`src/rtl/stream_burst_ctrl_if.sv`:
```
// -----------------------------------------------------------------------------
// stream_burst_ctrl_if
// AXI4-Stream style handshake bundle between the burst controller (master)
// and the downstream DMA / data mux (slave).
//   dst_valid  master->slave  M_AXIS_TVALID
//   dst_ready  slave->master  M_AXIS_TREADY
//   dst_last   master->slave  M_AXIS_TLAST
//   stream_i   master->slave  index of the beat currently presented
//   stream_v   master->slave  beat-fire strobe (valid & ready)
// -----------------------------------------------------------------------------
interface stream_burst_ctrl_if #(
    parameter int IDX_W = 5
);
    logic             dst_valid;
    logic             dst_ready;
    logic             dst_last;
    logic [IDX_W-1:0] stream_i;
    logic             stream_v;

    modport master (
        output dst_valid,
        output dst_last,
        output stream_i,
        output stream_v,
        input  dst_ready
    );

    modport slave (
        input  dst_valid,
        input  dst_last,
        input  stream_i,
        input  stream_v,
        output dst_ready
    );
endinterface

```
`src/rtl/stream_burst_ctrl.sv`:
```
// -----------------------------------------------------------------------------
// stream_burst_ctrl
// Output-stream controller for the accelerator result path. Every `last` pulse
// requests one burst of BEATS beats, eligible DELAY cycles later. Requests that
// arrive while a burst is running are queued (up to PEND_DEPTH) and run
// back-to-back without a bubble. TVALID/TLAST/index are registered and held
// stable while the sink applies backpressure.
// Ports:
//   clk      single clock, rising edge
//   rst_n    synchronous reset, active low
//   last     one-cycle burst request from the instruction decoder
//   m_axis   handshake bundle (master side): dst_valid, dst_ready, dst_last,
//            stream_i, stream_v
//   busy     streaming, or any request queued / still in the delay line
//   pending  queued bursts not yet started (active burst excluded)
//   err_ovf  sticky: a request was dropped because the queue was full
// -----------------------------------------------------------------------------
module stream_burst_ctrl #(
    parameter int BEATS      = 32,
    parameter int IDX_W      = (BEATS > 1) ? $clog2(BEATS) : 1,
    parameter int DELAY      = 2,
    parameter int PEND_DEPTH = 4,
    parameter int CNT_W      = $clog2(PEND_DEPTH + 1)
) (
    input  logic                clk,
    input  logic                rst_n,
    input  logic                last,
    stream_burst_ctrl_if.master m_axis,
    output logic                busy,
    output logic [CNT_W-1:0]    pending,
    output logic                err_ovf
);

    typedef enum logic {
        IDLE   = 1'b0,
        STREAM = 1'b1
    } state_t;

    localparam logic [IDX_W-1:0] LAST_IDX     = IDX_W'(BEATS - 1);
    localparam logic [CNT_W-1:0] PEND_MAX     = CNT_W'(PEND_DEPTH);
    // Single-beat bursts present TLAST on the very first beat.
    localparam logic             LAST_AT_ZERO = (BEATS == 1);

    state_t           state_q;
    logic             valid_q;
    logic             dlast_q;
    logic [IDX_W-1:0] idx_q;
    logic [CNT_W-1:0] pend_q;
    logic             err_q;

    logic [CNT_W-1:0] pend_d;
    logic             err_d;
    logic [IDX_W-1:0] idx_inc;

    logic             dly_out;
    logic             dly_any;
    logic             req;
    logic             fire;
    logic             at_end;
    logic             start;
    logic             inc;
    logic             dec;

    // -------------------------------------------------------------------------
    // Settle window: a plain shift register on `last`; its tail is the point
    // where a request becomes eligible to start a burst.
    // -------------------------------------------------------------------------
    generate
        if (DELAY > 0) begin : g_dly
            logic [DELAY-1:0] dly_q;

            always_ff @(posedge clk) begin
                if (!rst_n) begin
                    dly_q <= '0;
                end else begin
                    dly_q <= DELAY'({dly_q, last});
                end
            end

            assign dly_out = dly_q[DELAY-1];
            assign dly_any = |dly_q;
        end else begin : g_nodly
            assign dly_out = last;
            assign dly_any = 1'b0;
        end
    endgenerate

    // -------------------------------------------------------------------------
    // Start / queue accounting
    // -------------------------------------------------------------------------
    always_comb begin
        req     = dly_out | (pend_q != '0);
        fire    = valid_q & m_axis.dst_ready;
        at_end  = fire & (idx_q == LAST_IDX);
        idx_inc = idx_q + IDX_W'(1);
        // A start is either a launch from IDLE or a no-bubble restart when the
        // final beat of the running burst fires.
        start   = req & ((state_q == IDLE) | at_end);
        // A fresh request that is not consumed by a start this cycle is queued;
        // a start that had no fresh request consumes a queued one.
        inc     = dly_out & ~start;
        dec     = start & ~dly_out;

        pend_d  = pend_q;
        err_d   = err_q;
        if (inc) begin
            if (pend_q == PEND_MAX) begin
                err_d = 1'b1;
            end else begin
                pend_d = pend_q + CNT_W'(1);
            end
        end else if (dec) begin
            pend_d = pend_q - CNT_W'(1);
        end
    end

    // -------------------------------------------------------------------------
    // Burst FSM with registered handshake outputs
    // -------------------------------------------------------------------------
    always_ff @(posedge clk) begin
        if (!rst_n) begin
            state_q <= IDLE;
            valid_q <= 1'b0;
            dlast_q <= 1'b0;
            idx_q   <= '0;
            pend_q  <= '0;
            err_q   <= 1'b0;
        end else begin
            pend_q <= pend_d;
            err_q  <= err_d;
            case (state_q)
                IDLE: begin
                    if (start) begin
                        valid_q <= 1'b1;
                        idx_q   <= '0;
                        dlast_q <= LAST_AT_ZERO;
                        state_q <= STREAM;
                    end
                end
                STREAM: begin
                    // Without a fire everything holds, keeping TVALID/TLAST/
                    // index stable under backpressure.
                    if (fire) begin
                        if (!at_end) begin
                            idx_q   <= idx_inc;
                            dlast_q <= (idx_inc == LAST_IDX);
                        end else if (start) begin
                            idx_q   <= '0;
                            dlast_q <= LAST_AT_ZERO;
                        end else begin
                            valid_q <= 1'b0;
                            dlast_q <= 1'b0;
                            state_q <= IDLE;
                        end
                    end
                end
            endcase
        end
    end

    assign m_axis.dst_valid = valid_q;
    assign m_axis.dst_last  = dlast_q;
    assign m_axis.stream_i  = idx_q;
    assign m_axis.stream_v  = fire;

    assign busy    = (state_q == STREAM) | (pend_q != '0) | dly_any | last;
    assign pending = pend_q;
    assign err_ovf = err_q;

endmodule

```
`src/flat_wrapper.sv`:
```
// flat-port wrapper written by rule: the top's interface ports become plain ports
module stream_burst_ctrl_flat 
#(
    parameter int BEATS      = 32,
    parameter int IDX_W      = (BEATS > 1) ? $clog2(BEATS) : 1,
    parameter int DELAY      = 2,
    parameter int PEND_DEPTH = 4,
    parameter int CNT_W      = $clog2(PEND_DEPTH + 1)
)
  (clk, rst_n, last, busy, pending, err_ovf, m_axis_dst_valid, m_axis_dst_last, m_axis_stream_i, m_axis_stream_v, m_axis_dst_ready);
  stream_burst_ctrl_if #(.IDX_W(IDX_W)) m_axis_i ();
  input  logic clk;
  input  logic rst_n;
  input  logic last;
  output logic busy;
  output logic [CNT_W-1:0] pending;
  output logic err_ovf;
  output wire logic [$bits(m_axis_i.dst_valid)-1:0] m_axis_dst_valid;
  output wire logic [$bits(m_axis_i.dst_last)-1:0] m_axis_dst_last;
  output wire logic [$bits(m_axis_i.stream_i)-1:0] m_axis_stream_i;
  output wire logic [$bits(m_axis_i.stream_v)-1:0] m_axis_stream_v;
  input wire logic [$bits(m_axis_i.dst_ready)-1:0] m_axis_dst_ready;
  assign m_axis_dst_valid = m_axis_i.dst_valid;
  assign m_axis_dst_last = m_axis_i.dst_last;
  assign m_axis_stream_i = m_axis_i.stream_i;
  assign m_axis_stream_v = m_axis_i.stream_v;
  assign m_axis_i.dst_ready = m_axis_dst_ready;
  stream_burst_ctrl #(.BEATS(BEATS), .IDX_W(IDX_W), .DELAY(DELAY), .PEND_DEPTH(PEND_DEPTH), .CNT_W(CNT_W)) u_core (.clk(clk), .rst_n(rst_n), .last(last), .m_axis(m_axis_i), .busy(busy), .pending(pending), .err_ovf(err_ovf));
endmodule
```
`config.mk`:
```
export PLATFORM = sky130hd
export DESIGN_NAME = stream_burst_ctrl_flat
export DESIGN_NICKNAME = d
export VERILOG_FILES = /design/src/rtl/stream_burst_ctrl_if.sv /design/src/rtl/stream_burst_ctrl.sv /design/src/flat_wrapper.sv
export SDC_FILE = /design/constraint.sdc
export NUM_CORES = 1
export LEC_CHECK = 0
export BUFFER_PORTS_ARGS = -buffer_cell sky130_fd_sc_hd__clkbuf_2
export CAP_MARGIN = 20
export CORE_UTILIZATION = 55
export CTS_BUF_LIST = sky130_fd_sc_hd__clkbuf_4 sky130_fd_sc_hd__clkbuf_8 sky130_fd_sc_hd__clkbuf_16
export DETAILED_ROUTE_END_ITERATION = 12
export GPL_ROUTABILITY_DRIVEN = 0
export PLACE_DENSITY = 0.85
export SLEW_MARGIN = 30
export SYNTH_ARGS = -nofsm -noshare
export SYNTH_HDL_FRONTEND = slang
export SYNTH_SLANG_ARGS = --single-unit
```
`constraint.sdc`:
```
create_clock -name clk -period 4.9 [get_ports clk]
set_input_delay 0 -clock clk [delete_from_list [all_inputs] [get_ports clk]]
set_output_delay 0 -clock clk [all_outputs]
set_load 0.01 [all_outputs]
```
==> impl_metrics.json, run 1 <==
{
  "p_int_uw": 255.0,
  "p_leak_uw": 0.0004074,
  "dieHeight_um": 39.50,
  "wl_um": 1382,
  "synth-async-reset-ratio": 0,
  "drt_iter0_markers": 12,
  "seqPwrFrac": 0.420,
  "synthTopCellsByArea": "dfxtp_1, nor2b_1, ha_1",
  "swShare": 0.3731,
  "combPwrFrac": 0.379,
  "worstPathArrival_ns": 2.89,
  "yosysWarnings": 0,
  "holdPathStages": 3,
  "syn_area_um2": 773.2,
  "min_to": "u_core.m_axis.dst_valid$_SDFFE_PN0P_",
  "viasPerCell": 5.600,
  "syn_nets": 90,
  "ioPinCount": 17,
  "clock-sinks": 14,
  "n_fill_cell": 121,
  "dpl.hpwl_um": 1025,
  "clockBufferDepth": 2,
  "drv_slew": 0,
  "clk_latency_ns": 0.28,
  "vdd_drop_max_uv": 342.1,
  "hold_viol_final": 0,
  "yosysTopAreaCellShare": 0.3625,
  "rows": 13,
  "cts_setup_buffers": 0,
  "drive_above_1_share": 0.2600,
  "synthDistinctLibCells": 36,
  "slew_headroom": 0.6681,
  "clkPwrFrac": 0.202,
  "synthFlopType": "dfxtp_1",
  "ys_seq_area_frac": 0.3625,
  "critPathLaunchType": "flip-flop",
  "cts-root-buf": "clkbuf_4",
  "cp_max_fo": 6,
  "worstSetupPathType": "flip-flop to flip-flop",
  "port-buffer-count": 16,
  "antenna_found_initial": 0,
  "rsz0062_at_grt": "no",
  "hold_path_class": "primary input to flip-flop",
  "grt_pass1_vias": 494,
  "tns_ns": 0,
  "dieArea_um2": 1560,
  "min_from": "m_axis_dst_ready",
  "cts_resized": 0,
  "coreArea_um2": 1301,
  "synth_edf_count": 0,
  "reg2regPathDepth": 11,
  "fin_skew_ns": 0.004567,
  "endpoint_kind": "flip-flop",
  "cts_tree": "done",
  "path_clk_slew_ns": 0.08,
  "multi_input_area_um2": 465.4,
  "ant_nets": 0,
  "p_sw_uw": 151.8,
  "route.detailed.drc": 0,
  "numCtsBuffers": 3,
  "fin_crit_ns": 2.667,
  "synthCells": 82,
  "grt_usage": 0.2216,
  "grt_max_degree": 15,
  "power_density_nw_per_um2": 452.7,
  "syn_area_per_cell_um2": 9.430,
  "h-tree-depth": 1,
  "post-synth-top-area-cell": "dfxtp_1",
  "vias": 644,
  "grt_first_pass_wirelength_um": 2221,
  "rrSetupSlack_ns": 2.23,
  "cp.required_ns": 5.12,
  "setup_viol": 0,
  "status": "finished clean",
  "grt_overflow": 0,
  "synth.ff_latch_count": 14,
  "r2r_start": "u_core.m_axis.stream_i[0]$_SDFFE_PN0P_",
  "synth_most_common_cell": "dfxtp_1",
  "utilization": 0.6904,
  "antenna_cells": 0,
  "area_delta_synth_final_pct": 16.18,
  "reg2reg_to": "u_core.pending[2]$_SDFFE_PN0P_",
  "die_width_um": 39.50,
  "register_area_um2": 280.3,
  "drv_cap": 0,
  "fmax_ghz": 0.3749,
  "synth_common_cells": "dfxtp_1, nor2_1, nor2b_1, nand2_1",
  "tightestPinTransition_ns": 0.4938,
  "start_util": 0.5942,
  "wl_per_cell_um": 12.02,
  "num-nets-final": 109,
  "min_period_over_period": 0.5444,
  "drt-pass1-iter-count": 4
}
area by class of cell:
class	count	share of cell area
multi-input cells	63	0.5181
flip-flops and latches	14	0.3120
repair buffers	17	0.1003
clock buffers	4	0.04039
well taps	15	0.02089
inverters	2	0.008357
power by group through the flow:
stage               Combinational, uW  Clock [uW]  Sequential, uW
floorplan                         117           0             167
global placement                  149           0             172
detailed placement                153           0             173
CTS                               155        84.6             171
global route                      174        92.5             177
finish                            154        82.0             171
cell families (layout without fill, tap and decap cells):
kind of cell               Yosys count  after routing  synth area share
DFF                                 14             14            0.3625
and+or+nand+nor                     39             39            0.2994
AOI/OAI and AO/OA                   15             15            0.1505
buffers and inverters                5             23           0.03559
muxes                                2              2           0.04369
adders and majority gates            4              4           0.07444
xor gates and xnor gates             3              3           0.03399
metrics by stage:
step / cell area [um^2] / power, uW / instances / hold WS [ns] / worst slack, ns
after floorplan: 773.2 / 284.7 / 82 / 0.1217 / 2.419
after global placement: 852.1 / 321.5 / 110 / 0.2154 / 2.368
after detailed placement: 852.1 / 326.3 / 110 / 0.2263 / 2.263
after CTS: 898.4 / 410.4 / 115 / 0.08505 / 2.240
after global routing: 898.4 / 443.1 / 115 / 0.1029 / 1.967
final: 898.4 / 406.7 / 115 / 0.09166 / 2.233
state kept, by name, summed over array words and instances (netlist names):
| name | count |
|---|---|
| u_core.m_axis.stream_i | 5 |
| u_core.m_axis.dst_last | 1 |
| u_core.pending | 3 |
| u_core.m_axis.dst_valid | 1 |
| u_core.state_q | 1 |
| u_core.g_dly.dly_q | 2 |
| u_core.err_ovf | 1 |
per-layer routing:
metal,GRT usage,up-vias,part of all wire
met1,0.3021,294,0.49
met4,0.05172,0,0.0072
met3,0.1023,2,0.056
met2,0.3115,16,0.44
met5,0,-,0
li1,-,332,-
worst max path at each step:
stage          depth (start not counted)                                    from                              to
2_1_floorplan                         11  u_core.m_axis.stream_i[0]$_SDFFE_PN0P_  u_core.pending[2]$_SDFFE_PN0P_
3_3_place_gp                          11  u_core.m_axis.stream_i[0]$_SDFFE_PN0P_  u_core.pending[2]$_SDFFE_PN0P_
3_5_place_dp                          11  u_core.m_axis.stream_i[0]$_SDFFE_PN0P_  u_core.pending[2]$_SDFFE_PN0P_
4_1_cts                               11  u_core.m_axis.stream_i[0]$_SDFFE_PN0P_  u_core.pending[2]$_SDFFE_PN0P_
5_1_grt                               11  u_core.m_axis.stream_i[0]$_SDFFE_PN0P_  u_core.pending[2]$_SDFFE_PN0P_
6_report                              11  u_core.m_axis.stream_i[0]$_SDFFE_PN0P_  u_core.pending[2]$_SDFFE_PN0P_
cells in the final DEF (no fill, tap or decap), drive strengths merged, types with 2 or more instances in the layout:
cell type	n
ha	3
nor2b	8
nand3	2
and2	3
xor2	2
a22oi	3
dfxtp	14
a21boi	2
nand2	5
clkbuf	20
and4	2
inv	2
o21ai	2
nor2	10
o221a	2
a21oi	2
critical path, cell delays in order, from the launching register on:
cell	delay, ns
dfxtp_1	0.36
ha_1	0.26
and3_1	0.19
ha_1	0.24
nand3_1	0.15
and2_1	0.16
nand2_1	0.07
fa_1	0.40
nor2_1	0.12
o21ai_0	0.09
mux4_2	0.46
nor2b_1	0.11
repair_timing:
item | CTS | global route
setup endpoints to repair | 0 | 0
hold buffers | 1 | 0
endpoints found under the hold margin | 1 | 0
Power figures use the tool's default switching activity.
==> run 2: changes to the inputs <==
--- a/config.mk
+++ b/config.mk
@@ -7,11 +7,11 @@
 export LEC_CHECK = 0
 export BUFFER_PORTS_ARGS = -buffer_cell sky130_fd_sc_hd__clkbuf_2
 export CAP_MARGIN = 20
-export CORE_UTILIZATION = 55
+export CORE_UTILIZATION = 46
 export CTS_BUF_LIST = sky130_fd_sc_hd__clkbuf_4 sky130_fd_sc_hd__clkbuf_8 sky130_fd_sc_hd__clkbuf_16
 export DETAILED_ROUTE_END_ITERATION = 12
 export GPL_ROUTABILITY_DRIVEN = 0
-export PLACE_DENSITY = 0.85
+export PLACE_DENSITY = 0.76
 export SLEW_MARGIN = 30
 export SYNTH_ARGS = -nofsm -noshare
 export SYNTH_HDL_FRONTEND = slang
==> constraint.sdc (replaced) <==
create_clock -name clk -period 2.28 [get_ports clk]
set_input_delay 0 -clock clk [delete_from_list [all_inputs] [get_ports clk]]
set_output_delay 0 -clock clk [all_outputs]
set_load 0.01 [all_outputs]
==> impl_metrics.json, run 2 (synthesis results as in run 1) <==
{
  "clock-sinks": 14,
  "cp.required_ns": 2.50,
  "start_util": 0.5016,
  "num-nets-final": 117,
  "grt_max_degree": 15,
  "numCtsBuffers": 3,
  "vdd_drop_max_uv": 592.7,
  "tns_ns": -0.04097,
  "h-tree-depth": 1,
  "drv_cap": 0,
  "utilization": 0.6510,
  "n_fill_cell": 141,
  "min_to": "u_core.m_axis.dst_valid$_SDFFE_PN0P_",
  "port-buffer-count": 16,
  "cp_max_fo": 2,
  "area_delta_synth_final_pct": 29.77,
  "dpl.hpwl_um": 1147,
  "dieArea_um2": 1849,
  "clockBufferDepth": 2,
  "coreArea_um2": 1541,
  "min_from": "m_axis_dst_ready",
  "reg2regPathDepth": 11,
  "route.detailed.drc": 0,
  "ioPinCount": 17,
  "grt_first_pass_wirelength_um": 2718,
  "setup_slack_ns": -0.04097,
  "wl_um": 1657,
  "die_width_um": 43,
  "worstSetupPathType": "flip-flop to flip-flop",
  "hold_path_class": "primary input to flip-flop",
  "wl_per_cell_um": 13.36,
  "fin_skew_ns": 0.01232,
  "fin_crit_ns": 2.321,
  "cts-root-buf": "clkbuf_4",
  "ant_nets": 0,
  "drv_slew": 0,
  "reg2reg_to": "u_core.pending[2]$_SDFFE_PN0P_",
  "drive_above_1_share": 0.4074,
  "failed_checks": "setup timing",
  "antenna_cells": 0,
  "min_period_over_period": 1.018,
  "cts_tree": "done",
  "grt_usage": 0.1993,
  "power_density_nw_per_um2": 895.7,
  "dieHeight_um": 43,
  "drt_iter0_markers": 11,
  "drt-pass1-iter-count": 4,
  "path_clk_slew_ns": 0.10,
  "antenna_found_initial": 0,
  "largest_reg_flops": 5,
  "status": "complete, but fails checks",
  "rows": 14,
  "endpoint_kind": "flip-flop",
  "worstPathArrival_ns": 2.55,
  "rsz0062_at_grt": "yes",
  "rrSetupSlack_ns": -0.04,
  "mostFrequentLayoutCells": "clkbuf_2, dfxtp_1, nor2_1",
  "p_leak_uw": 0.0004417,
  "grt_overflow": 0,
  "vias": 685,
  "viasPerCell": 5.524,
  "holdPathStages": 3,
  "setup_viol": 1,
  "grt_pass1_vias": 595,
  "tightestPinTransition_ns": 0.4943,
  "critPathLaunchType": "flip-flop",
  "clk_latency_ns": 0.30,
  "fmax_ghz": 0.4309,
  "slew_headroom": 0.6677,
  "final_common_cell": "clkbuf_2",
  "hold_viol_final": 0,
  "r2r_start": "u_core.m_axis.stream_i[0]$_SDFFE_PN0P_"
}
## run 2: changes by cell type in the layout (fill, tap and decap cells not counted), sizes merged
cell / previous run / this run
buf: 0 / 8
## run 2: per-stage QoR
| stage | power (uW) | cells | worst slack (ns) | hold WS [ns] | instance area (um^2) |
|---|---|---|---|---|---|
| floorplan | 627.4 | 82 | 0.01589 | 0.1217 | 820.8 |
| detailed placement | 726.7 | 118 | -0.03422 | 0.2207 | 953.4 |
| global placement | 709.8 | 118 | 0.02528 | 0.2144 | 953.4 |
| finish | 898.8 | 124 | -0.04097 | 0.09442 | 1003 |
| CTS | 897.0 | 124 | -0.02732 | 0.1061 | 1003 |
| global route | 964.5 | 124 | -0.1254 | 0.1275 | 1003 |
## run 2: per-layer routing
| metal | up-vias | GRT usage | routed length [um] |
|---|---|---|---|
| met5 | - | 0 | 0 |
| met4 | 0 | 0.09091 | 27 |
| met3 | 5 | 0.03830 | 66 |
| met2 | 16 | 0.2758 | 685 |
| met1 | 311 | 0.2955 | 878 |
| li1 | 353 | - | - |
## run 2: timing repair
item	in CTS	in global routing
endpoints found under the setup margin	1	1
gates resized for setup	1	0
setup buffers	1	0
pin swaps	2	0
hold buffers	1	0
hold endpoints to repair	1	0
## run 2: layout make-up
type | count | area (um^2) | area share
Clock buffer | 4 | 30.03 | 0.02993
Inverter | 2 | 7.507 | 0.007481
Multi-Input combinational cell | 63 | 510.5 | 0.5087
Sequential cell | 14 | 285.3 | 0.2843
Tap cell | 16 | 20.02 | 0.01995
Timing Repair Buffer | 25 | 150.1 | 0.1496
## run 2: worst max-delay path by stage
stage,from,end,cells past startpoint
5_1_grt,u_core.m_axis.stream_i[0]$_SDFFE_PN0P_,u_core.pending[2]$_SDFFE_PN0P_,11
3_3_place_gp,u_core.m_axis.stream_i[0]$_SDFFE_PN0P_,u_core.pending[2]$_SDFFE_PN0P_,11
3_5_place_dp,u_core.m_axis.stream_i[0]$_SDFFE_PN0P_,u_core.pending[2]$_SDFFE_PN0P_,11
2_1_floorplan,u_core.m_axis.stream_i[0]$_SDFFE_PN0P_,u_core.pending[2]$_SDFFE_PN0P_,11
4_1_cts,u_core.m_axis.stream_i[0]$_SDFFE_PN0P_,u_core.pending[2]$_SDFFE_PN0P_,11
6_report,u_core.m_axis.stream_i[0]$_SDFFE_PN0P_,u_core.pending[2]$_SDFFE_PN0P_,11
## run 2: power breakdown
part,switching [uW],internal (uW)
sequential,88.7,286
combinational,175,180
clock,88.8,80.0
total,352,547
## run 2: worst max-delay path, stage by stage, from the launching register on
cell and delay, ns:
dfxtp_4 0.37, ha_4 0.15, and3_4 0.18, ha_4 0.16, nand3_2 0.07, and2_4 0.15, nand2_2 0.06, fa_2 0.37
nor2_2 0.10, o21ai_1 0.07, mux4_2 0.46, nor2b_1 0.12
